--- config.mk ---
export PLATFORM = sky130hd
export DESIGN_NAME = pc_sequencer
export DESIGN_NICKNAME = d
export VERILOG_FILES = /design/src/rtl/pc_sequencer.sv
export SDC_FILE = /design/constraint.sdc
export NUM_CORES = 1
export LEC_CHECK = 0
export BUFFER_PORTS_ARGS = -buffer_cell sky130_fd_sc_hd__buf_2
export CAP_MARGIN = 0
export CORE_UTILIZATION = 50
export CTS_CLUSTER_SIZE = 12
export DETAILED_ROUTE_END_ITERATION = 12
export PLACE_DENSITY = 0.78
export SYNTH_ARGS = -nofsm -noshare
export SYNTH_HDL_FRONTEND = slang
export SYNTH_SLANG_ARGS = --single-unit
--- constraint.sdc ---
create_clock -name clk -period 5.9 [get_ports clk]
set_input_delay 1.18 -clock clk [delete_from_list [all_inputs] [get_ports clk]]
set_output_delay 1.18 -clock clk [all_outputs]
set_load 0.02 [all_outputs]
--- src/rtl/pc_sequencer.sv ---
// pc_sequencer: fetch PC owner turning jump decisions into PC loads, IF/ID squashes and fetch holds.
// Optional PC_SEQ_PERF_CNT_EN adds saturating redirect_cnt/hold_cnt counters.
module pc_sequencer #(
  parameter int unsigned     PC_W     = 32,
  parameter logic [PC_W-1:0] RESET_PC = '0
) (
  input  logic            clk,
  input  logic            rst,
  input  logic [1:0]      jump_op,
  input  logic [PC_W-1:0] branch_target,
  input  logic [PC_W-1:0] reg_target,
  input  logic [PC_W-1:0] jump_target,
  input  logic            reg_ready,
  input  logic            stall,
  input  logic            imem_ready,
  output logic [PC_W-1:0] pc,
  output logic [PC_W-1:0] pc_plus4,
  output logic            if_id_write,
  output logic            if_id_flush,
  output logic            redirect
`ifdef PC_SEQ_PERF_CNT_EN
 ,output logic [31:0]     redirect_cnt,
  output logic [31:0]     hold_cnt
`endif
);
  typedef enum logic [1:0] {RUN, PEND, SQUASH} state_t;
  state_t          state_q, state_d;
  logic [PC_W-1:0] pc_q, pc_d, pend_q, pend_d, target;
  logic            hold_req, redir_req;
  assign hold_req  = stall | (jump_op == 2'b10 & !reg_ready);
  assign redir_req = (jump_op != 2'b00) & !hold_req;
  assign target    = (jump_op == 2'b01 ? branch_target :
                      jump_op == 2'b10 ? reg_target : jump_target) & ~PC_W'(3);
  assign pc        = pc_q;
  assign pc_plus4  = pc_q + PC_W'(4);
  always_comb begin
    state_d     = state_q;
    pc_d        = pc_q;
    pend_d      = pend_q;
    if_id_write = 1'b0;
    if_id_flush = 1'b0;
    redirect    = 1'b0;
    case (state_q)
      RUN: begin
        if (hold_req) begin
          state_d = RUN;
        end else if (redir_req) begin
          if_id_flush = 1'b1;
          redirect    = imem_ready;
          pc_d        = imem_ready ? target : pc_q;
          pend_d      = imem_ready ? pend_q : target;
          state_d     = imem_ready ? SQUASH : PEND;
        end else begin
          if_id_write = imem_ready;
          pc_d        = imem_ready ? pc_plus4 : pc_q;
        end
      end
      PEND: begin
        if_id_flush = 1'b1;
        redirect    = imem_ready;
        pc_d        = imem_ready ? pend_q : pc_q;
        state_d     = imem_ready ? SQUASH : PEND;
      end
      SQUASH: begin
        if_id_write = imem_ready;
        pc_d        = imem_ready ? pc_plus4 : pc_q;
        state_d     = RUN;
      end
      default: state_d = RUN;
    endcase
    if (rst) begin
      if_id_write = 1'b0;
      if_id_flush = 1'b0;
      redirect    = 1'b0;
    end
  end
  always_ff @(posedge clk) begin
    if (rst) begin
      state_q <= RUN;
      pc_q    <= RESET_PC;
      pend_q  <= '0;
    end else begin
      state_q <= state_d;
      pc_q    <= pc_d;
      pend_q  <= pend_d;
    end
  end
`ifdef PC_SEQ_PERF_CNT_EN
  logic [31:0] redirect_cnt_q, hold_cnt_q;
  assign redirect_cnt = redirect_cnt_q;
  assign hold_cnt     = hold_cnt_q;
  always_ff @(posedge clk) begin
    if (rst) begin
      redirect_cnt_q <= '0;
      hold_cnt_q     <= '0;
    end else begin
      if (redirect && redirect_cnt_q != '1) redirect_cnt_q <= redirect_cnt_q + 32'd1;
      if (state_q == RUN && hold_req && hold_cnt_q != '1) hold_cnt_q <= hold_cnt_q + 32'd1;
    end
  end
`endif
endmodule

# [After elaboration in Yosys (flattened, before gate mapping)]
# Cells that the tools add are included.
# Widths: inputs -> output; s select.
[classes] addsub=1 n_eq_ne=8 muxes=24 bitwise=5 n_reduce_logical=7
[ops] op="$mux 32" count=7
[ops] op="$pmux 32 s3" count=1
[ops] op="$add 32x3->32 const B" count=1
[ops] op="$mux 1" count=9
[ops] op="$reduce_and 4->1" count=2
[ops] op="$mux 2" count=3
[ops] op="$ne 3x3->1 const B" count=2
[ops] op="$pmux 1 s2" count=3
[ops] op="$eq 2x1->1 const B" count=2
[ops] op="$eq 2x2->1 const B" count=2
[ops] op="$ne 2x2->1 const B" count=2
[ops] op="$pmux 2 s2" count=1
[ops] op="$reduce_bool 3->1" count=1
[ops] op="$and 1x1->1" count=2
[ops] op="$logic_not 1->1" count=2
[ops] op="$logic_not 2->1" count=1
[ops] op="$not 1->1" count=2
[ops] op="$reduce_bool 2->1" count=1
[ops] op="$or 1x1->1" count=1
[word_totals] ff_bits=64 out_inout_bits=67 elab_cells=48

# [Depth between registers and ports, before layout]
# Gate-level depths: netlist (run 1).
[logic_depth] depth_word=9 mapped_depth=11 ltp_nobuf=8

# [Worst setup path after synthesis (run 1)]
# Ideal clock, no wire load.
[synth_timing] kind="input to output" start="in jump_op[0]" end="out if_id_write" arrival_ps=2475 required_time_ps=4720 path_slack_ps=2245 stages=5 cell_sequence="buf_4 > buf_2 > buf_2 > or3_1 > a21oi_1"
[synth_via] elab_chain_len=9 word_cells_on_any_way=10
[synth_rtl] element="from (decl)" line_no="9" rtl="input logic [1:0] jump_op,"
[synth_rtl] element="$eq 2x2->1" line_no="30" rtl="assign hold_req = stall | (jump_op == 2'b10 & !reg_ready);"
[synth_rtl] element="$and 1x1->1" line_no="30"
[synth_rtl] element="$or 1x1->1" line_no="30"
[synth_rtl] element="$logic_not 1->1" line_no="31" rtl="assign redir_req = (jump_op != 2'b00) & !hold_req;"
[synth_rtl] element="$and 1x1->1" line_no="31"
[synth_rtl] element="$mux 1" line_no="47" rtl="end else if (redir_req) begin"
[synth_rtl] element="$mux 1 (*)" line_no="45" rtl="if (hold_req) begin"
[synth_rtl] element="$pmux 1 s2 (*)" line_no="43" rtl="case (state_q)"
[synth_rtl] element="$mux 1 (*)" line_no="71" rtl="if (rst) begin"
[synth_rtl] element="to (decl)" line_no="18" rtl="output logic if_id_write,"
# Every way passes the cells marked *; elsewhere a longest branch is shown, timed or not.

# [Final worst setup path (run 1)]
[layout_timing] start="reg pc_q[2], in the netlist pc[2]" end="out pc_plus4[26]"
[layout_via] elab_chain_len=1
[layout_rtl] element="from (decl)" line_no="28" rtl="logic [PC_W-1:0] pc_q, pc_d, pend_q, pend_d, target;"
[layout_rtl] element="from (signal assigned)" line_no="84" rtl="pc_q <= pc_d;"
[layout_rtl] element="$add 32x3->32" line_no="35" rtl="assign pc_plus4 = pc_q + PC_W'(4);"
[layout_rtl] element="to (decl)" line_no="17" rtl="output logic [PC_W-1:0] pc_plus4,"
# Every way passes these cells.

==> flow_metrics.py, run 1 <==
metrics = {
    "clock_network": {
        "clock_path_buffers": 2,
        "insertion_delay_ps": 360,
        "cts_root_buffer": "clkbuf_8",
        "cts_max_level": 3,
        "cts_resized": 0,
        "cts.sinks": 62,
        "path_clk_slew_ps": 80,
        "cts_buffers": 9,
        "cts_setup_buffers": 0,
        "ctsHoldBuffers": 0,
        "cts_tree": "yes",
    },
    "critical_path": {
        "reg2reg_to": "pc[23]$_SDFFE_PP0P_",
        "arrival_ps": 2890,
        "endpoint_kind": "output pin",
        "cp-start-kind": "flop",
        "critPathKind": "flop to output pin",
        "worstReg2RegStart": "state_q[0]$_SDFFE_PP0P_",
        "r2r_slack_ps": 2590,
        "crit_start": "pc[2]$_SDFFE_PP0P_",
        "r2r_cells": 8,
        "required_ps": 4720,
        "cp_max_fo": 9,
    },
    "outcome": {
        "outcome": "finished, final reports clean",
    },
    "drt": {
        "drtIter0Drc": 446,
        "wl_mm": 17.2,
        "dr.pass1.iters": 5,
        "drc": 0,
        "via_per_inst": 6.20,
        "via_count": 5888,
        "wl_per_cell_microns": 18.1,
        "ant_nets": 0,
    },
    "timing": {
        "period_minus_slack_ps": 4070,
        "rsz0062_at_grt": "false",
        "hold_viol_final": 0,
        "worst_slew_pin_slew_ps": 1010,
        "drv_slew": 0,
        "period_share": 0.690,
        "setup_violations": 0,
        "max_freq_mhz": 246,
        "fin_skew_ps": 11.8,
        "setup_tns_ps": 0,
        "relSlewSlack": 0.324,
    },
    "global_routing": {
        "grt_pass1_wl_mm": 27.3,
        "antenna_found_initial": 0,
        "grt_pass1_vias": 5660,
        "overflow": 0,
        "track_usage": 0.311,
        "grt_max_degree": 92,
    },
    "yosys": {
        "netlist_area_sq_um": 5200,
        "ys_ff_latch": 62,
        "ys_types": 63,
        "syn_inst": 706,
        "ys_seq_area_frac": 0.239,
        "synth_ff_type": "dfxtp_1",
        "ys_async_sr_fraction": 0,
        "avgSynthCellArea_sq_um": 7.37,
        "ys_warn_count": 0,
        "synth-edff-count": 0,
    },
    "placement": {
        "portBuffers": 159,
        "dp_hpwl_mm": 12.4,
        "numPlacedInstances": 933,
        "gp_congestion": 0.915,
        "place_area_sq_um": 5880,
    },
    "power_and_ir_drop": {
        "p_per_area_nw_per_um2": 224,
        "p_leak_uw": 0.00259,
        "ir_worst_vdd_mv": 0.143,
    },
    "run": {
        "cap_violations": 0,
    },
    "floorplan": {
        "dieWidth_microns": 104,
        "row_count": 36,
        "coreArea_sq_um": 9910,
        "dieArea_sq_um": 10800,
        "die_height_microns": 104,
        "num_io_pins": 170,
        "start_util": 0.525,
    },
    "finish": {
        "area_growth_syn_to_layout_pct": 17.8,
        "diodes": 0,
        "stdcell_area_sq_um": 6120,
        "nets": 918,
        "finalNonFillerCells": 949,
        "drive_above_1_share": 0.250,
    },
    "worst_hold_path": {
        "min_path_type": "flop to flop",
        "min_to": "pend_q[10]$_SDFFE_PP0P_",
        "min_from": "pend_q[10]$_SDFFE_PP0P_",
        "whs_path_depth": 2,
    },
}
## routing by layer
layer | vias to the layer above | wire length [microns] | global-route usage
li1 | 2770 | - | -
met1 | 2753 | 6940 | 0.365
met2 | 305 | 8240 | 0.529
met3 | 60 | 1300 | 0.0620
met4 | 0 | 721 | 0.173
met5 | - | 0 | 0
## flip-flops by register name, indices dropped and copies added, names as in the netlist
| name | count |
|---|---|
| pc | 30 |
| pend_q | 30 |
| state_q | 2 |
## cell usage in the layout, fill, tap and decap left out, types with 10 or more instances in the layout
cell | synthesis | layout
a211oi_1 | 36 | 36
a21oi_1 | 79 | 79
a221oi_1 | 13 | 13
buf_2 | 28 | 158
clkbuf_8 | 0 | 10
dfxtp_1 | 62 | 62
inv_1 | 11 | 11
mux2i_1 | 37 | 37
nand2_1 | 104 | 104
nand3_1 | 24 | 24
nand4_1 | 11 | 11
nor2_1 | 38 | 38
nor2b_1 | 28 | 28
nor3_1 | 16 | 15
o21ai_0 | 18 | 18
xnor2_1 | 28 | 28
xor2_1 | 16 | 16
## through the flow
stage	power (uW)	utilization	hold WS (ps)	setup slack, ps
3_3_place_gp	881	0.593	444	1750
2_1_floorplan	772	-	436	2250
6_report	1370	0.618	463	1830
3_5_place_dp	892	0.593	449	1640
5_1_grt	1420	0.618	476	1660
4_1_cts	1360	0.618	459	1850
## logic make-up after synthesis
kind of cell	count (synthesis)	synth area share
AO/OA/AOI/OAI	210	0.269
XOR/XNOR	44	0.0741
adder cells (fa/ha/maj)	4	0.00963
buffers and inverters	85	0.0751
flip-flops	62	0.239
multiplexers	38	0.0734
other	1	0.000721
AND/OR/NAND/NOR	262	0.260
## worst max path at each step
| stage | endpoint | slack (ps) | cells past startpoint |
|---|---|---|---|
| final | pc_plus4[26] | 1830 | 7 |
| after global routing | pc_plus4[26] | 1660 | 7 |
| after CTS | pc_plus4[30] | 1850 | 7 |
| after detailed placement | pc[23]$_SDFFE_PP0P_ | 1640 | 8 |
| after global placement | pc[23]$_SDFFE_PP0P_ | 1750 | 8 |
| after floorplan | if_id_write | 2250 | 5 |
## layout make-up
cell class,instances,area (sq um)
fill,900,3780
multi-input combinational,562,3580
sequential,62,1240
timing repair buffer,165,843
tap,133,166
clock buffer,11,141
clock inverter,5,106
inverter,11,41.3
## synthesized netlist by cell type, drive strengths merged, types with 5 or more instances
cell type,count,area [sq um]
a211oi,36,270
a21oi,80,412
a221oi,13,114
a22oi,6,45.0
and2,6,37.5
and3,6,37.5
buf,36,204
clkbuf,38,145
dfxtp,62,1240
inv,11,41.3
mux2i,37,370
nand2,104,390
nand3,26,140
nand4,14,133
nor2,39,149
nor2b,28,175
nor3,19,116
nor4,5,67.6
o211ai,6,45.0
o21ai,18,90.1
o22ai,8,50.1
o31ai,5,37.5
o32ai,6,52.6
xnor2,28,245
xor2,16,140
## where the power goes
group	leakage, uW	switching, uW	internal (uW)
registers	0.000505	50.8	447
clock network	0.000120	186	293
logic	0.00196	246	149
## worst max-delay path, stage by stage (launching register included)
cell and delay (ps):
dfxtp_1 490, ha_1 280, nand3_1 260, nor4_1 750
and2_1 310, nand3_1 110, xnor2_1 150, buf_2 170
Power figures use the tool's default switching activity.
==> run 2, diff against run 1 <==
- clock period: 5.9 -> 3.8 ns (I/O delays scaled with it)
==> flow_metrics.py, run 2 (synthesized netlist as in run 1, its figures left out) <==
metrics = {
    "critical_path": {
        "crit_start": "pc[2]$_SDFFE_PP0P_",
        "arrival_ps": 2670,
        "endpoint_kind": "output pin",
        "critPathKind": "flop to output pin",
        "reg2reg_to": "pc[31]$_SDFFE_PP0P_",
        "cp-start-kind": "flop",
        "r2r_slack_ps": 1130,
        "endpoint": "pc_plus4[26]",
        "cp_max_fo": 9,
        "required_ps": 3040,
        "worstReg2RegStart": "state_q[0]$_SDFFE_PP0P_",
        "r2r_cells": 9,
    },
    "finish": {
        "area_growth_syn_to_layout_pct": 18.0,
        "diodes": 0,
        "drive_above_1_share": 0.257,
        "nets": 926,
        "post-route-util": 0.619,
        "final_cell_mix": "158 x buf_2, 104 x nand2_1, 79 x a21oi_1, 62 x dfxtp_1, 38 x nor2_1",
        "stdcell_area_sq_um": 6140,
        "layout_commonest_cell": "buf_2",
    },
    "floorplan": {
        "dieArea_sq_um": 10800,
        "start_util": 0.525,
        "coreArea_sq_um": 9910,
        "row_count": 36,
        "die_height_microns": 104,
        "num_io_pins": 170,
        "dieWidth_microns": 104,
    },
    "placement": {
        "gp_congestion": 0.904,
        "portBuffers": 159,
        "dpl_worst_slack_ps": 583,
        "dp_hpwl_mm": 12.5,
        "place_area_sq_um": 5930,
    },
    "power_and_ir_drop": {
        "ir_worst_vdd_mv": 0.232,
        "p_per_area_nw_per_um2": 325,
        "p_leak_uw": 0.00260,
        "total_power_uw": 2000,
    },
    "global_routing": {
        "track_usage": 0.316,
        "grt_pass1_wl_mm": 27.7,
        "grt_pass1_vias": 5615,
        "overflow": 0,
        "antenna_found_initial": 0,
        "grt_max_degree": 60,
    },
    "clock_network": {
        "cts_tree": "yes",
        "cts_buffers": 9,
        "cts.sinks": 62,
        "ctsHoldBuffers": 0,
        "path_clk_slew_ps": 80,
        "cts_max_level": 3,
        "insertion_delay_ps": 360,
        "cts_root_buffer": "clkbuf_8",
        "clock_path_buffers": 2,
    },
    "timing": {
        "worst_slew_pin_slew_ps": 727,
        "hold_viol_final": 0,
        "setup_violations": 0,
        "period_minus_slack_ps": 3430,
        "fin_skew_ps": 12.5,
        "max_freq_mhz": 292,
        "period_share": 0.902,
        "relSlewSlack": 0.515,
        "rsz0062_at_grt": "false",
        "setup_ws_ps": 372,
        "drv_slew": 0,
        "setup_tns_ps": 0,
    },
    "drt": {
        "via_per_inst": 6.13,
        "dr.pass1.iters": 5,
        "drtIter0Drc": 538,
        "ant_nets": 0,
        "via_count": 5865,
        "wl_mm": 17.0,
        "drc": 0,
        "wl_per_cell_microns": 17.8,
    },
    "worst_hold_path": {
        "min_path_type": "flop to flop",
        "min_from": "pend_q[25]$_SDFFE_PP0P_",
    },
    "outcome": {
        "outcome": "finished, final reports clean",
    },
    "run": {
        "cap_violations": 0,
    },
}
[run 2: cell count changes in the layout (fill, tap and decap cells not counted), sizes merged]
cell / delta
clkinv: +3
buf: +8
bufinv: -2
clkbuf: -1
[run 2: per-layer routing]
| metal | up-vias | track usage | wire (microns) |
|---|---|---|---|
| met1 | 2731 | 0.376 | 6580 |
| met3 | 62 | 0.0595 | 1470 |
| met5 | - | 0 | 0 |
| li1 | 2771 | - | - |
| met2 | 301 | 0.534 | 8170 |
| met4 | 0 | 0.179 | 822 |
[run 2: layout make-up]
cell class	instances	area (sq um)
well taps	133	166
inverters	11	41.3
multi-input cells	562	3590
clock buffers	10	128
flip-flops and latches	62	1240
repair buffers	173	903
clock inverters	6	72.6
fillers	920	3770
[run 2: power by group]
part | internal, uW | total, uW | leakage, uW | switching, uW
clock | 307 | 599 | 0.0000966 | 292
sequential | 693 | 772 | 0.000505 | 78.7
combinational | 238 | 624 | 0.00200 | 386
[run 2: what timing repair did]
action	in CTS	in global routing
endpoints found under the setup margin	0	2
buffers inserted	0	0
gates resized for setup	0	1
[run 2: per-stage QoR]
step,std cells,hold slack [ps]
after floorplan,709,436
after CTS,957,459
final,957,459
after global routing,957,484
after detailed placement,941,448
after global placement,941,443
[run 2: worst max-delay path, stage by stage, from the launching register on]
cell	delay, ps
dfxtp_1	490
ha_1	290
nand3_1	270
nor4_2	500
and2_1	280
nand3_1	110
xnor2_1	180
buf_2	190
[run 2: worst min-delay path by stage]
stage,endpoint,cells after the start
floorplan,pend_q[11]$_SDFFE_PP0P_,2
global placement,pend_q[8]$_SDFFE_PP0P_,2
detailed placement,pend_q[10]$_SDFFE_PP0P_,2
CTS,pend_q[10]$_SDFFE_PP0P_,2
global route,pend_q[5]$_SDFFE_PP0P_,2
finish,pend_q[25]$_SDFFE_PP0P_,2
==> run 3, diff against run 2 <==
- ABC_AREA: unset -> 1
- REMOVE_ABC_BUFFERS: unset -> 1
==> flow_metrics.py, run 3 <==
metrics = {
    "outcome": {
        "outcome": "finished, final reports clean",
    },
    "timing": {
        "setup_tns_ps": 0,
        "setup_violations": 0,
        "hold_viol_final": 0,
        "fin_skew_ps": 13.0,
        "period_share": 0.730,
        "worst_slew_pin_slew_ps": 962,
        "rsz0062_at_grt": "false",
        "max_freq_mhz": 360,
        "period_minus_slack_ps": 2780,
        "drv_slew": 0,
        "relSlewSlack": 0.356,
    },
    "power_and_ir_drop": {
        "p_leak_uw": 0.00300,
        "seq_power_share": 0.354,
        "ir_worst_vdd_mv": 0.240,
        "power_frac_comb": 0.350,
        "p_sw_frac": 0.395,
        "p_sw_uw": 897,
        "p_int_uw": 1370,
        "p_per_area_nw_per_um2": 369,
        "clock_power_share": 0.296,
    },
    "yosys": {
        "ys_ff_latch": 62,
        "yosysTopAreaCellShare": 0.242,
        "ys_seq_area_frac": 0.242,
        "synth-edff-count": 0,
        "synth.top_cells.by_area": "dfxtp_1 24%, nand2_1 22%, a21oi_1 10%, o21ai_0 10%, nand3_1 7.9%",
        "synth_ff_type": "dfxtp_1",
        "ys_async_sr_fraction": 0,
        "yosysTopAreaCell": "dfxtp_1",
        "ys_warn_count": 0,
        "yosysMostFrequentCell": "nand2_1",
        "syn_inst": 886,
        "avgSynthCellArea_sq_um": 5.78,
        "ys_types": 37,
        "synth_commonest_cells": "306 x nand2_1, 105 x a21oi_1, 105 x o21ai_0",
        "netlist_area_sq_um": 5120,
    },
    "critical_path": {
        "cp_cell_sequence": "ha_1 > nand2_2 > nor2_4 > nand2_1 > nor2_4 > xor2_1 > buf_2",
        "r2r_slack_ps": 1400,
        "endpoint_kind": "output pin",
        "critPathKind": "flop to output pin",
        "arrival_ps": 2020,
        "crit_cells": 7,
        "crit_family": "simple AND/OR/NAND/NOR gates",
        "r2r_cells": 6,
        "worstReg2RegStart": "state_q[0]$_SDFFE_PP0P_",
        "reg2reg_to": "pc[12]$_SDFFE_PP0P_",
        "worst_path_most_repeated_cell": "nor2_4",
        "required_ps": 3040,
        "cp_max_fo": 5,
        "cp_slowest_cell": "dfxtp_1",
        "critPathMaxStageDelay_ps": 410,
        "crit_start": "pc[3]$_SDFFE_PP0P_",
        "cp-start-kind": "flop",
        "crit_buf_inv": 1,
    },
    "floorplan": {
        "dieWidth_microns": 103,
        "coreArea_sq_um": 9860,
        "dieArea_sq_um": 10700,
        "die_height_microns": 103,
        "row_count": 36,
        "start_util": 0.520,
        "num_io_pins": 170,
    },
    "drt": {
        "via_per_inst": 5.31,
        "ant_nets": 0,
        "drtIter0Drc": 356,
        "via_count": 6115,
        "dr.pass1.iters": 5,
        "wl_per_cell_microns": 13.5,
        "wl_mm": 15.5,
        "drc": 0,
    },
    "global_routing": {
        "antenna_found_initial": 0,
        "track_usage": 0.302,
        "grt_pass1_vias": 5376,
        "grt_max_degree": 63,
        "overflow": 0,
        "grt_pass1_wl_mm": 24.9,
    },
    "worst_hold_path": {
        "min_path_type": "flop to flop",
        "min_to": "pend_q[26]$_SDFFE_PP0P_",
        "min_from": "pend_q[26]$_SDFFE_PP0P_",
        "whs_path_depth": 2,
    },
    "finish": {
        "drive_above_1_share": 0.223,
        "diodes": 0,
        "area_growth_syn_to_layout_pct": 19.9,
        "nFillCells": 1009,
        "nets": 1120,
        "final_cell_mix": "305 x nand2_1, 159 x buf_2, 105 x o21ai_0, 105 x a21oi_1, 81 x nand3_1",
        "finalNonFillerCells": 1151,
        "layout_commonest_cell": "nand2_1",
    },
    "clock_network": {
        "cts_setup_buffers": 0,
        "ctsHoldBuffers": 0,
        "clock_path_buffers": 2,
        "insertion_delay_ps": 360,
        "cts_tree": "yes",
        "cts_root_buffer": "clkbuf_8",
        "cts_max_level": 3,
        "cts.sinks": 62,
        "cts_buffers": 9,
        "cts_resized": 0,
        "path_clk_slew_ps": 80,
    },
    "placement": {
        "portBuffers": 159,
        "dp_hpwl_mm": 10.4,
        "numPlacedInstances": 1135,
        "gp_congestion": 0.885,
    },
    "run": {
        "cap_violations": 0,
    },
}
[run 3: cell type report]
class                      count  area, sq um  share of cell area
timing repair buffer         171          886               0.144
inverter                      50          188              0.0305
multi-input combinational    719         3440               0.560
clock buffer                  10          138              0.0224
sequential                    62         1240               0.202
clock inverter                 6         85.1              0.0138
tap                          133          166              0.0271
[run 3: power groups by stage]
stage | registers (uW) | logic [uW] | clock network, uW
5_1_grt | 814 | 889 | 706
6_report | 803 | 793 | 671
3_3_place_gp | 815 | 778 | 0
4_1_cts | 801 | 791 | 673
3_5_place_dp | 815 | 786 | 0
2_1_floorplan | 847 | 472 | 0
[run 3: metrics by stage]
step	area, sq um	utilization	setup slack, ps	total power, uW	hold WS (ps)
after floorplan	4870	-	800	1320	507
after global placement	5920	0.601	1090	1590	523
after detailed placement	5920	0.601	1040	1600	529
after CTS	6150	0.623	1010	2270	548
after global routing	6150	0.623	872	2410	569
final	6150	0.623	1020	2270	546
[run 3: cell families (layout without fill, tap and decap cells)]
logic type               after synthesis  after routing  synth area share
AO/OA/AOI/OAI                        227            227             0.235
XOR/XNOR                              16             16            0.0332
adder cells (fa/ha/maj)                4              4           0.00977
buffers and inverters                108            237            0.0886
flip-flops                            62             62             0.242
other                                  1              4          0.000732
AND/OR/NAND/NOR                      468            468             0.391
[run 3: worst max path at each step]
stage / to
CTS: pc_plus4[16]
detailed placement: pend_q[30]$_SDFFE_PP0P_
floorplan: redirect
global route: pc_plus4[24]
finish: pc_plus4[16]
global placement: pend_q[14]$_SDFFE_PP0P_
[run 3: worst min-delay path: cells and delay by family (launching register included)]
| kind | cells | cell delay, ps |
|---|---|---|
| AO/OA/AOI/OAI | 2 | 180 |
| flip-flops | 1 | 330 |
[run 3: layer usage]
metal	global-route usage	routed length, microns	vias to the layer above
met5	0	0	-
met4	0.0813	156	0
met3	0.0759	1390	18
met2	0.521	7170	260
met1	0.376	6780	2698
li1	-	-	3139
